**src/rtl/pipe_latch_ctl.sv**
```systemverilog
// Inter-stage pipeline latch: NFIELDS x WIDTH payload plus valid, with stall hold,
// flush-to-bubble and saturating stall/bubble performance counters.
module pipe_latch_ctl #(
  parameter int unsigned       WIDTH     = 32,
  parameter int unsigned       NFIELDS   = 4,
  parameter int unsigned       INSTR_IDX = 1,
  parameter logic [WIDTH-1:0]  NOP_WORD  = '0,
  parameter int unsigned       CNT_WIDTH = 16
) (
  input  logic                       clock,
  input  logic                       reset,
  input  logic [NFIELDS*WIDTH-1:0]   data_in,
  input  logic                       valid_in,
  input  logic                       stall,
  input  logic                       flush,
  input  logic                       clear_counts,
  output logic [NFIELDS*WIDTH-1:0]   data_out,
  output logic                       valid_out,
  output logic [CNT_WIDTH-1:0]       stall_count,
  output logic [CNT_WIDTH-1:0]       bubble_count
);

  localparam int unsigned DW = NFIELDS * WIDTH;

  logic [DW-1:0] bubble_data;
  logic          stall_inc;
  logic          bubble_inc;

  // Bubble image: all fields zero except the instruction slot, which carries the NOP.
  always_comb begin
    bubble_data = '0;
    bubble_data[INSTR_IDX*WIDTH +: WIDTH] = NOP_WORD;
  end

  always_comb begin
    stall_inc  = stall && !flush;
    bubble_inc = flush || (!stall && !valid_in);
  end

  always_ff @(posedge clock) begin
    if (reset || flush) begin
      data_out  <= bubble_data;
      valid_out <= 1'b0;
    end else if (!stall) begin
      data_out  <= data_in;
      valid_out <= valid_in;
    end
  end

  // Clear beats a simultaneous increment; counters stick at all-ones.
  always_ff @(posedge clock) begin
    if (reset || clear_counts) begin
      stall_count  <= '0;
      bubble_count <= '0;
    end else begin
      if (stall_inc && (stall_count != '1))
        stall_count <= stall_count + CNT_WIDTH'(1);
      if (bubble_inc && (bubble_count != '1))
        bubble_count <= bubble_count + CNT_WIDTH'(1);
    end
  end

endmodule

```
**config.mk**
```make
export PLATFORM = sky130hd
export DESIGN_NAME = pipe_latch_ctl
export DESIGN_NICKNAME = d
export VERILOG_FILES = /design/src/rtl/pipe_latch_ctl.sv
export SDC_FILE = /design/constraint.sdc
export NUM_CORES = 1
export LEC_CHECK = 0
export CAP_MARGIN = 15
export CORE_MARGIN = 4
export CORE_UTILIZATION = 44
export DETAILED_ROUTE_END_ITERATION = 10
export GPL_ROUTABILITY_DRIVEN = 0
export PLACE_DENSITY = 0.9
export SYNTH_ARGS = -nofsm -noshare
export SYNTH_HDL_FRONTEND = slang
export SYNTH_SLANG_ARGS = --single-unit
```
**constraint.sdc**
```tcl
create_clock -name clock -period 3.3 [get_ports clock]
set_clock_uncertainty 0.2 [all_clocks]
set_input_delay 0.99 -clock clock [delete_from_list [all_inputs] [get_ports clock]]
set_output_delay 0.99 -clock clock [all_outputs]
set_load 0.02 [all_outputs]
```
Yosys cells after proc, flatten, opt, wreduce, memory -nomap -nowiden --
Index checks and enable logic that the tools add are counted.
Storage, ports and cells: bits in registers 161, bits of input ports 134, output and inout port bits 161, logic and storage cells 18
Operators by class: add/subtract/negate cells 2, eq/ne operators 2, reduce and logical (&&, ||, !) cells 10
Operators by type and width (number):
- adder 16 x 1 -> 16 bit (second input constant) | 2
- inequality test 16 bit (second input constant) | 2
- logical AND 1 bit | 4
- zero test 1 bit | 3
- logical OR 1 bit | 3

Logic depth before layout (Yosys ltp) --
word-level depth 4, mapped depth 6, gate-level depth less buffers 5

Worst setup path before layout --
No wires, ideal clock.
path type input port to flip-flop, from input port stall, to register stall_count[7], setup time 0.135 ns, arrival 2.113 ns, data required time 2.965 ns, slack 0.852 ns, stages on the path 5, buffers on the path 1, cell sequence buf_4 nand4b_2 or3_4 o311ai_0 o41ai_1
On the way: cells in the longest elaborated chain, start to end 2
Ends and longest elaborated chain:
- start, declared | RTL line 14 | input logic stall,
- logical AND 1 bit | RTL line 36 | stall_inc = stall && !flush;
- logical AND 1 bit | RTL line 56 | if (stall_inc && (stall_count != '1))
- end signal, assigned | RTL line 57 | stall_count <= stall_count + CNT_WIDTH'(1);
- end, declared | RTL line 19 | output logic [CNT_WIDTH-1:0] stall_count,
Every way passes these cells. A chain may end at the register's enable or synchronous reset.

Worst setup path in the final report --
from register bubble_count[5], to output port bubble_count[5]
RTL lines:
- start, declared | RTL line 20 | output logic [CNT_WIDTH-1:0] bubble_count
- start signal, assigned | RTL line 59 | bubble_count <= bubble_count + CNT_WIDTH'(1);
No word-level cell between the ends.

==> results.cfg <==
[routing]
drc = 0
routed_wl_um = 19900
wl_per_cell_um = 18.2
firstDrtPassIters = 4
drtAntennaViolNets = 0
vias_per_cell = 5.26
dr_total_vias = 5755
drtIter0Drc = 328

[clock_network]
cts_max_path_buffers = 2
cts.repair.resized = 0
htreeDepth = 4
insertion_delay_ps = 420
cts_hold_buf = 0
clk_pin_slew_ps = 60
cts_tree = yes
root_buffer = clkbuf_16
clock_sinks = 161
cts_buffers = 17
postCtsSetupBuffers = 0

[timing]
worst_slew_pin_slew_ps = 756
post-route-min-period_ps = 2790
holdWs_ps = 290
drv_slew = 0
post-route-period-util = 0.846
slew_headroom = 0.492
fin_ws_ps = 508
finalSetupTns_ps = 0
grt_setup_unrepaired = no
fmax_ghz = 0.358
hold_viol = 0
final-setup-viol-count = 0

[placed_design]
dp.final_hpwl_um = 13800
dp_slack_ps = 224
placed_area_mm2 = 0.00932
dpl.cell_count = 1064
io_buffers = 294

[global_routing]
overflow = 0
grt_first_pass_wirelength_um = 30900
grt_start_max_net_pins = 76
grt_pass1_vias = 5863
grt_usage = 0.243
antenna_found_initial = 0

[run]
maxCapViolations = 0

[setup_path]
crit_family = buffers and inverters
critPathKind = flip-flop to primary output
path_cells = clkdlybuf4s50_1
max_stage_delay_ps = 680
crit_fanout = 10
arrival_ps = 1600
critical_path_buf_inv_count = 1
startpoint_type = flip-flop
cpMaxStageDelayCell = clkdlybuf4s50_1
end_kind = primary output
crit_required_ps = 2110

[synth]
synth_adder_area_share = 0.00401
synth_area_mm2 = 0.00623
synth-edff-count = 0
yosysMostFrequentCell = dfxtp_1
synth_cells = 621
synth_xor_area_frac = 0.00141
synth_compound_area_frac = 0.0526
seq_area_frac_synth = 0.517
dominantRegCellSynth = dfxtp_1
async_reset_ff_frac = 0
synth_common_cells = dfxtp_1 (161), nor2_1 (140), mux2i_1 (138)
ys_warn_count = 0
synth_top_family_by_area = multiplexers
ys_ff_latch = 161
yosys.area.top_type = dfxtp_1
yosys.cell_types.count = 48
syn-num-nets = 757
synth_top_area_frac = 0.517
synth-simple-area-share = 0.174
ys_top_cells_by_area = dfxtp_1 (52%), mux2i_1 (22%), nor2_1 (8.4%)
synthMuxAreaShare = 0.222
syn_avg_cell_area_um2 = 10.0

[finish]
antennaDiodeCount = 0
final_core_util = 0.721
stdcell_count = 1095
nets = 1039
layout-drive-gt1-share = 0.0503
fin_area_mm2 = 0.0100
area_growth_pct = 60.6

[floorplanning]
dieArea_mm2 = 0.0161
num_io_pins = 295
die_w_um = 127
initial_core_util = 0.449
fp-row-count = 43
core_mm2 = 0.0139
die_h_um = 127

[power]
ir_worst_vdd_v = 0.000377
leakagePower_nw = 3.96
fin_total_pwr_mw = 4.91
p_per_area_mw_per_mm2 = 490

[min_path]
hold_path.class = flip-flop to flip-flop

[run_status]
status = finished clean
==> layout make-up <==
cell class	count	area [µm²]
clock buffers	18	439
fillers	966	3870
well taps	180	225
clock inverters	13	254
multi-input cells	420	2830
inverters	4	15.0
flip-flops and latches	161	3220
repair buffers	299	3020
==> cells in the final DEF (no fill, tap or decap), types with 3 or more instances in the layout <==
master and n:
a21oi_1 15, nor4_1 6, inv_1 4, nand2_1 20, or4_1 5, dfxtp_1 161
nor2_1 140, nor3_1 6, and3_1 3, o41ai_1 4, buf_12 3, clkbuf_16 17
clkdlybuf4s50_1 293, mux2i_1 138, bufinv_16 7, o31ai_1 5, inv_6 3, or3_1 15
nand4_1 6, o311ai_0 4, o21ai_0 7, nand3_1 15
==> logic make-up (layout without fill, tap and decap cells) <==
family	after synthesis	after routing
muxes	138	138
AOI/OAI and AO/OA	47	47
and+or+nand+nor	232	232
adders and majority gates	2	2
buffers and inverters	40	334
DFF	161	161
xor gates and xnor gates	1	1
==> path summary, 6_finish.rpt <==
check | from | endpoint | slack, ps | depth (start not counted)
min reg2reg | bubble_count[15]$_SDFFE_PP0P_ | bubble_count[15]$_SDFFE_PP0P_ | 290 | 2
min | bubble_count[15]$_SDFFE_PP0P_ | bubble_count[15]$_SDFFE_PP0P_ | 290 | 2
max reg2reg | bubble_count[5]$_SDFFE_PP0P_ | bubble_count[15]$_SDFFE_PP0P_ | 1110 | 4
max | bubble_count[5]$_SDFFE_PP0P_ | bubble_count[5] | 510 | 1
==> registers in the layout, summed over array words and instances (netlist names) <==
signal        cells
data_out        128
bubble_count     16
stall_count      16
valid_out         1
==> per-layer routing <==
layer  global-route usage  vias to the layer above  part of all wire  wire length, µm
met1                0.268                     2674              0.37             7400
met3               0.0924                       54             0.095             1880
met2                0.413                      284              0.49             9740
met5                    0                        -                 0                0
li1                     -                     2743                 -                -
met4                0.116                        0             0.044              867
==> power by group <==
group	total, mW	internal [mW]	leakage (nW)	switching (mW)
Clock	2.32	1.52	0.337	0.799
Combinational	0.566	0.317	2.32	0.249
Sequential	2.03	2.00	1.31	0.0300
Note: power is estimated with default switching activity, not from simulation.
